**config.mk**
```make
export PLATFORM = sky130hd
export DESIGN_NAME = spwm_multiphase_dt
export DESIGN_NICKNAME = d
export VERILOG_FILES = /design/src/rtl/spwm_multiphase_dt.sv
export SDC_FILE = /design/constraint.sdc
export NUM_CORES = 2
export LEC_CHECK = 0
export ABC_AREA = 1
export BUFFER_PORTS_ARGS = -buffer_cell sky130_fd_sc_hd__buf_4
export CAP_MARGIN = 20
export CORE_ASPECT_RATIO = 0.5
export CORE_MARGIN = 2
export CORE_UTILIZATION = 65
export DETAILED_ROUTE_END_ITERATION = 8
export GPL_TIMING_DRIVEN = 1
export PLACE_DENSITY = 0.83
export RECOVER_POWER = 100
export SETUP_SLACK_MARGIN = 0.2
export SYNTH_ARGS = -nofsm -noshare
export SYNTH_HDL_FRONTEND = slang
export SYNTH_SLANG_ARGS = --single-unit
```
**constraint.sdc**
```tcl
create_clock -name clk -period 15.35 [get_ports clk]
set_input_delay 0.7675 -clock clk [delete_from_list [all_inputs] [get_ports clk]]
set_output_delay 0.7675 -clock clk [all_outputs]
set_load 0.01 [all_outputs]
```
**src/rtl/spwm_multiphase_dt.sv**
```systemverilog
// Multiphase sine-triangle PWM generator with per-leg dead time, fault latch and enable gating.
// Shared phase accumulator and sine LUT feed N_PH reference pipelines compared against one carrier.
module spwm_multiphase_dt #(
  parameter int CNT_W       = 12,
  parameter int CARRIER_MAX = 2500,
  parameter int N_PH        = 3,
  parameter int ACC_W       = 32,
  parameter int LUT_AW      = 8,
  parameter int DT_W        = 8,
  parameter int DT_CYC      = 50
) (
  input  logic                   clk,
  input  logic                   rst_n,
  input  logic                   en,
  input  logic                   fault,
  input  logic [ACC_W-1:0]       freq_word,
  input  logic [CNT_W-2:0]       mod_index,
  output logic [CNT_W-1:0]       carrier_out,
  output logic [N_PH*CNT_W-1:0]  ref_out,
  output logic                   sync_pulse,
  output logic [N_PH-1:0]        drv_hi,
  output logic [N_PH-1:0]        drv_lo,
  output logic                   running,
  output logic                   fault_latched
);

  typedef enum logic [1:0] {ST_DEAD = 2'd0, ST_HI = 2'd1, ST_LO = 2'd2} leg_state_e;

  localparam int  LUT_N   = 1 << LUT_AW;
  localparam int  PH_STEP = LUT_N / N_PH;
  localparam real PI      = 3.14159265358979323846;
  localparam real AMP     = real'((1 << (CNT_W - 1)) - 1);

  localparam logic [CNT_W-1:0]          CMAX    = CNT_W'(CARRIER_MAX);
  localparam logic [CNT_W-1:0]          HALF    = CNT_W'(CARRIER_MAX / 2);
  localparam logic signed [2*CNT_W-1:0] CMAX_X  = (2*CNT_W)'(CARRIER_MAX);
  localparam logic signed [2*CNT_W-1:0] HALF_X  = (2*CNT_W)'(CARRIER_MAX / 2);
  localparam logic [DT_W-1:0]           DT_LAST = DT_W'(DT_CYC - 1);

  logic             w_fault_nxt;
  logic             w_run_nxt;
  logic             w_active;
  logic             w_sync;
  logic             r_fault_latched;
  logic             r_running;
  logic             r_up;
  logic [CNT_W-1:0] r_carrier;
  logic [CNT_W-1:0] w_m;
  logic [CNT_W-1:0] r_m;
  logic [ACC_W-1:0] r_acc;

  // A latched fault holds until a cycle with en low and fault low; it overrides en.
  assign w_fault_nxt = fault | (r_fault_latched & en);
  assign w_run_nxt   = en & ~w_fault_nxt;
  // Stepping needs both the present and the next run state, so a rising edge restarts from 0.
  assign w_active    = w_run_nxt & r_running;
  assign w_sync      = r_running & (r_carrier == '0);
  assign w_m         = ({1'b0, mod_index} > HALF) ? HALF : {1'b0, mod_index};

  // NOTE: sequential state uses non-blocking assignments so every register sees pre-edge values.
  always_ff @(posedge clk or negedge rst_n) begin
    if (!rst_n) begin
      r_fault_latched <= 1'b0;
      r_running       <= 1'b0;
      r_m             <= '0;
    end else begin
      r_fault_latched <= w_fault_nxt;
      r_running       <= w_run_nxt;
      r_m             <= w_m;
    end
  end

  always_ff @(posedge clk or negedge rst_n) begin
    if (!rst_n) begin
      r_carrier <= '0;
      r_up      <= 1'b1;
      r_acc     <= '0;
    end else if (!w_active) begin
      r_carrier <= '0;
      r_up      <= 1'b1;
      r_acc     <= '0;
    end else begin
      r_acc <= r_acc + freq_word;
      if (r_up) begin
        r_carrier <= r_carrier + CNT_W'(1);
        if (r_carrier == CMAX - CNT_W'(1)) r_up <= 1'b0;
      end else begin
        r_carrier <= r_carrier - CNT_W'(1);
        if (r_carrier == CNT_W'(1)) r_up <= 1'b1;
      end
    end
  end

  assign carrier_out   = r_carrier;
  assign sync_pulse    = w_sync;
  assign running       = r_running;
  assign fault_latched = r_fault_latched;

  // Full-wave sine table built at elaboration, rounded half away from zero.
  logic signed [CNT_W-1:0] w_lut [LUT_N];
  for (genvar a = 0; a < LUT_N; a++) begin : g_lut
    localparam real X = AMP * $sin(2.0 * PI * real'(a) / real'(LUT_N));
    localparam int  V = (X >= 0.0) ? $rtoi(X + 0.5) : -$rtoi(0.5 - X);
    assign w_lut[a] = CNT_W'(V);
  end

  for (genvar p = 0; p < N_PH; p++) begin : g_ph
    logic [LUT_AW-1:0]          w_addr;
    logic signed [2*CNT_W-1:0]  w_prod;
    logic signed [2*CNT_W-1:0]  w_sum;
    logic [CNT_W-1:0]           w_clamp;
    logic signed [CNT_W-1:0]    r_sin;
    logic signed [2*CNT_W-1:0]  r_prod;
    logic [CNT_W-1:0]           r_ref_pipe;
    logic [CNT_W-1:0]           r_ref;
    logic                       r_raw;
    leg_state_e                 r_state;
    leg_state_e                 w_state_nxt;
    logic [DT_W-1:0]            r_cnt;
    logic [DT_W-1:0]            w_cnt_nxt;

    assign w_addr = r_acc[ACC_W-1 -: LUT_AW] + LUT_AW'(p * PH_STEP);
    assign w_prod = $signed({{CNT_W{r_sin[CNT_W-1]}}, r_sin} * {{CNT_W{1'b0}}, r_m});
    assign w_sum  = (r_prod >>> (CNT_W - 1)) + HALF_X;

    always_comb begin
      w_clamp = w_sum[CNT_W-1:0];
      if (w_sum[2*CNT_W-1])  w_clamp = '0;
      else if (w_sum > CMAX_X) w_clamp = CMAX;
    end

    // Three-stage reference pipeline; the visible reference only reloads at the valley.
    always_ff @(posedge clk or negedge rst_n) begin
      if (!rst_n) begin
        r_sin      <= '0;
        r_prod     <= '0;
        r_ref_pipe <= '0;
        r_ref      <= '0;
        r_raw      <= 1'b0;
      end else begin
        r_sin      <= w_lut[w_addr];
        r_prod     <= w_prod;
        r_ref_pipe <= w_clamp;
        if (w_sync) r_ref <= r_ref_pipe;
        r_raw      <= (r_ref > r_carrier);
      end
    end

    // NOTE: every always_comb output gets a default first so no latch is inferred.
    always_comb begin
      w_state_nxt = r_state;
      w_cnt_nxt   = r_cnt;
      if (!w_active) begin
        w_state_nxt = ST_DEAD;
        w_cnt_nxt   = '0;
      end else begin
        case (r_state)
          ST_HI: if (!r_raw) begin
            w_state_nxt = ST_DEAD;
            w_cnt_nxt   = '0;
          end
          ST_LO: if (r_raw) begin
            w_state_nxt = ST_DEAD;
            w_cnt_nxt   = '0;
          end
          default: begin
            if (r_cnt == DT_LAST) w_state_nxt = r_raw ? ST_HI : ST_LO;
            else                  w_cnt_nxt   = r_cnt + DT_W'(1);
          end
        endcase
      end
    end

    always_ff @(posedge clk or negedge rst_n) begin
      if (!rst_n) begin
        r_state <= ST_DEAD;
        r_cnt   <= '0;
      end else begin
        r_state <= w_state_nxt;
        r_cnt   <= w_cnt_nxt;
      end
    end

    assign drv_hi[p]                   = (r_state == ST_HI);
    assign drv_lo[p]                   = (r_state == ST_LO);
    assign ref_out[p*CNT_W +: CNT_W]   = r_ref;
  end

endmodule

```
==> run_results.csv <==
group,metric,value,unit
outcome,outcome,"complete, but fails checks",
outcome,violations,"design-rule violations, max-capacitance violations, max-slew violations",
routing,drtIter0Drc,5240,
timing,finalSetupViolCount,0,
synth,async_reset_ff_share,100,%
synth,synth_edf_count,0,
finish,mostFrequentLayoutCells,"1725 x nand2_1, 1007 x inv_1, 459 x nand3_1, 374 x fa_1, 355 x nor2_1",
finish,multiInputGateArea,0.0261,mm^2
clock_network,htreeDepth,1,
power,ir_worst_vdd,0.208,mV
global_route,grt_pass1_vias,38900,
worst_setup_path,start_kind,"register",
synth,ys_ff_latch,238,
clock_network,tritoncts,"yes",
finish,seq_area,0.00596,mm^2
finish,area_growth,4.31,%
worst_setup_path,ff2ff_path_depth,11,
synth,syn-cell-area,0.0370,mm^2
synth,seq_area_frac_synth,16.1,%
synth,synthAdderAreaFrac,29.2,%
floorplanning,core,0.0559,mm^2
routing,antenna_left,0,
floorplanning,initial_core_util,66.2,%
worst_setup_path,path_max_fanout,92,
finish,fill_cells,4667,
clock_network,insertion_delay,0.60,ns
floorplanning,die_x,341,um
floorplanning,dieArea,0.0590,mm^2
timing,slew_viol_final,484,
clock_network,cts_hold_buf,0,
floorplanning,io_pins,104,
synth,ys_types,53,
clock_network,post-cts-setup-buffers,0,
floorplanning,die_h,173,um
timing,tightest_slew,5.69,ns
power,powerDensity,129,mW/mm^2
floorplanning,row_count,61,
synth,synth_top_family_by_area,"simple AND/OR/NAND/NOR gates",
synth,synth_top_flop_cell,"dfrtp_1",
clock_network,cts_max_path_buffers,3,
clock_network,cts-root-buf,"clkbuf_16",
placed_design,io_buffers,103,
finish,final_layout_size_suffix_gt1_share,2.87,%
finish,final_common_cell,"nand2_1",
routing,num_vias,38800,
global_route,antenna_found_initial,4,
placed_design,dp_hpwl,96.1,mm
synth,avgSynthCellArea,6.65,um^2
min_path,hold_path.class,"primary input to register",
clock_network,cts_resized,0,
timing,finalHoldViolations,0,
global_route,grt_max_degree,104,
timing,max_slew_margin,-279,%
global_route,grtUsageTotal,43.5,%
timing,fmaxAchievable,112,MHz
synth,synthXorXnorAreaFrac,1.47,%
synth,synth_fp_nets,6252,
global_route,overflow,0,
synth,yosys-top-cells-area,"fa_1 20%, nand2_1 17%, dfrtp_1 16%, inv_1 10%, ha_1 9.0%",
synth,synthSimpleGateAreaFrac,29.7,%
worst_setup_path,cp.required,15.75,ns
routing,wl_per_cell,20.5,um
synth,synth_top_cell_by_area,"fa_1",
timing,clock_skew,0.0250,ns
clock_network,cts_buffers,26,
clock_network,clock-sinks,238,
timing,period_needed,8.93,ns
synth,synth-compound-area-share,10.2,%
min_path,min_path_cells,3,
synth,netlist_instances,5565,
timing,tns,0,ns
routing,drc,10,
routing,routed_wl,129,mm
synth,ys_warn_count,0,
timing,post-route-period-util,58.1,%
routing,drt-pass1-iter-count,9,
worst_setup_path,crit_type,"register to register",
global_route,grt_pass1_wl,204,mm
flow_run,max_cap_violations,8,
placed_design,gp_congestion,1.06,
timing,rsz0062_at_grt,"false",
synth,synth_top_area_share,20.2,%
clock_network,path_clk_slew,0.06,ns
routing,viasPerCell,6.17,
finish,fin_nets,6199,
worst_setup_path,end_kind,"register",
finish,fin_cells,6289,
synth,muxShareOfSynthArea,0,%
placed_design,post-place-cells,6240,
worst_setup_path,cp_data_arrival_time,9.33,ns
power,leakagePower,0.0219,uW
[power by group]
group          switching, uW  internal (uW)
registers                128            786
logic                   2210           1230
clock network            288            338
total                   2630           2350
[worst max-delay path: stages (launching register included)]
cell	delay, ns
dfrtp_1	0.53
clkbuf_1	1.69
nand2_1	0.30
nand2_1	0.20
nand2_1	0.75
nand2_1	0.34
clkbuf_1	2.72
nand2_1	0.92
o21ai_0	0.65
nand3_1	0.16
nand3_1	0.11
nand2_1	0.21
[metal layers]
metal | share of wire (%) | track usage, % | vias up
met3 | 12 | 10.3 | 750
met5 | 0.0093 | 0 | -
met2 | 45 | 70.7 | 2805
met1 | 36 | 53.2 | 18100
li1 | - | - | 17200
met4 | 6.9 | 24.9 | 2
[cell type report]
type                            instances  area share, %
Sequential cell                       238           15.4
Timing Repair Buffer                  149           2.26
Inverter                             1022           9.94
Antenna cell                            2         0.0130
Multi-Input combinational cell       4075           67.7
Tap cell                              756           2.45
Clock buffer                           34           1.89
Clock inverter                         13          0.263
[path summary, 6_finish.rpt]
check	slack (ns)	start	endpoint
max	6.42	r_acc[24]$_DFF_PN0_	g_ph[1].r_sin[2]$_DFF_PN0_
min	0.42	mod_index[6]	r_m[6]$_DFF_PN0_
max reg2reg	6.42	r_acc[24]$_DFF_PN0_	g_ph[1].r_sin[2]$_DFF_PN0_
min reg2reg	0.44	g_ph[0].r_ref_pipe[5]$_DFF_PN0_	g_ph[0].r_ref[5]$_DFFE_PN0P_
max in group asynchronous	7.30	rst_n	r_acc[27]$_DFF_PN0_
min in group asynchronous	2.25	rst_n	g_ph[0].r_cnt[3]$_DFFE_PN0P_
[registers in the layout, indices dropped and copies added, names as in the netlist]
register         flops
carrier_out         12
fault_latched        1
g_ph.r_cnt          24
g_ph.r_prod         39
g_ph.r_raw           3
g_ph.r_ref          36
g_ph.r_ref_pipe     36
g_ph.r_sin          36
g_ph.r_state         6
r_acc               32
r_m                 11
r_up                 1
running              1
[kinds of logic (layout without fill, tap and decap cells)]
logic type / after synthesis / in the layout
AO/OA/AOI/OAI: 691 / 691
XOR/XNOR: 59 / 59
adder cells (fa/ha/maj): 640 / 640
buffers and inverters: 1252 / 1218
flip-flops: 238 / 238
other: 0 / 2
AND/OR/NAND/NOR: 2685 / 2685
[Yosys cell counts, types with 6 or more instances]
library cell,number
o31ai_1,13
nor4_1,11
buf_4,15
clkbuf_1,111
ha_1,266
nor3_1,47
o21a_1,13
a21oi_1,240
nand2_1,1722
a21boi_0,11
o21bai_1,12
o21ai_0,283
o22ai_1,16
nor2_1,355
buf_2,83
inv_1,1006
nand3_1,459
a31oi_1,13
or2_2,6
fa_1,374
xor2_1,43
buf_1,16
o21ai_1,27
nand3b_1,12
inv_2,12
nand4_1,51
xnor2_1,14
a21o_1,11
dfrtp_1,237
nand2_2,8
o211ai_1,37
[stage by stage]
stage / util [%] / setup slack [ns] / area, um^2 / total power [uW] / hold WS (ns)
after floorplan: - / 10.46 / 37000 / 3360 / 0.418
after global placement: 68.1 / 10.14 / 38000 / 4120 / 0.422
after detailed placement: 68.1 / 10.09 / 38000 / 4280 / 0.425
after CTS: 69.6 / 10.09 / 38900 / 4920 / 0.247
after global routing: 69.1 / 5.75 / 38600 / 5480 / 0.418
final: 69.1 / 6.42 / 38600 / 4980 / 0.420
Power figures use the tool's default switching activity.
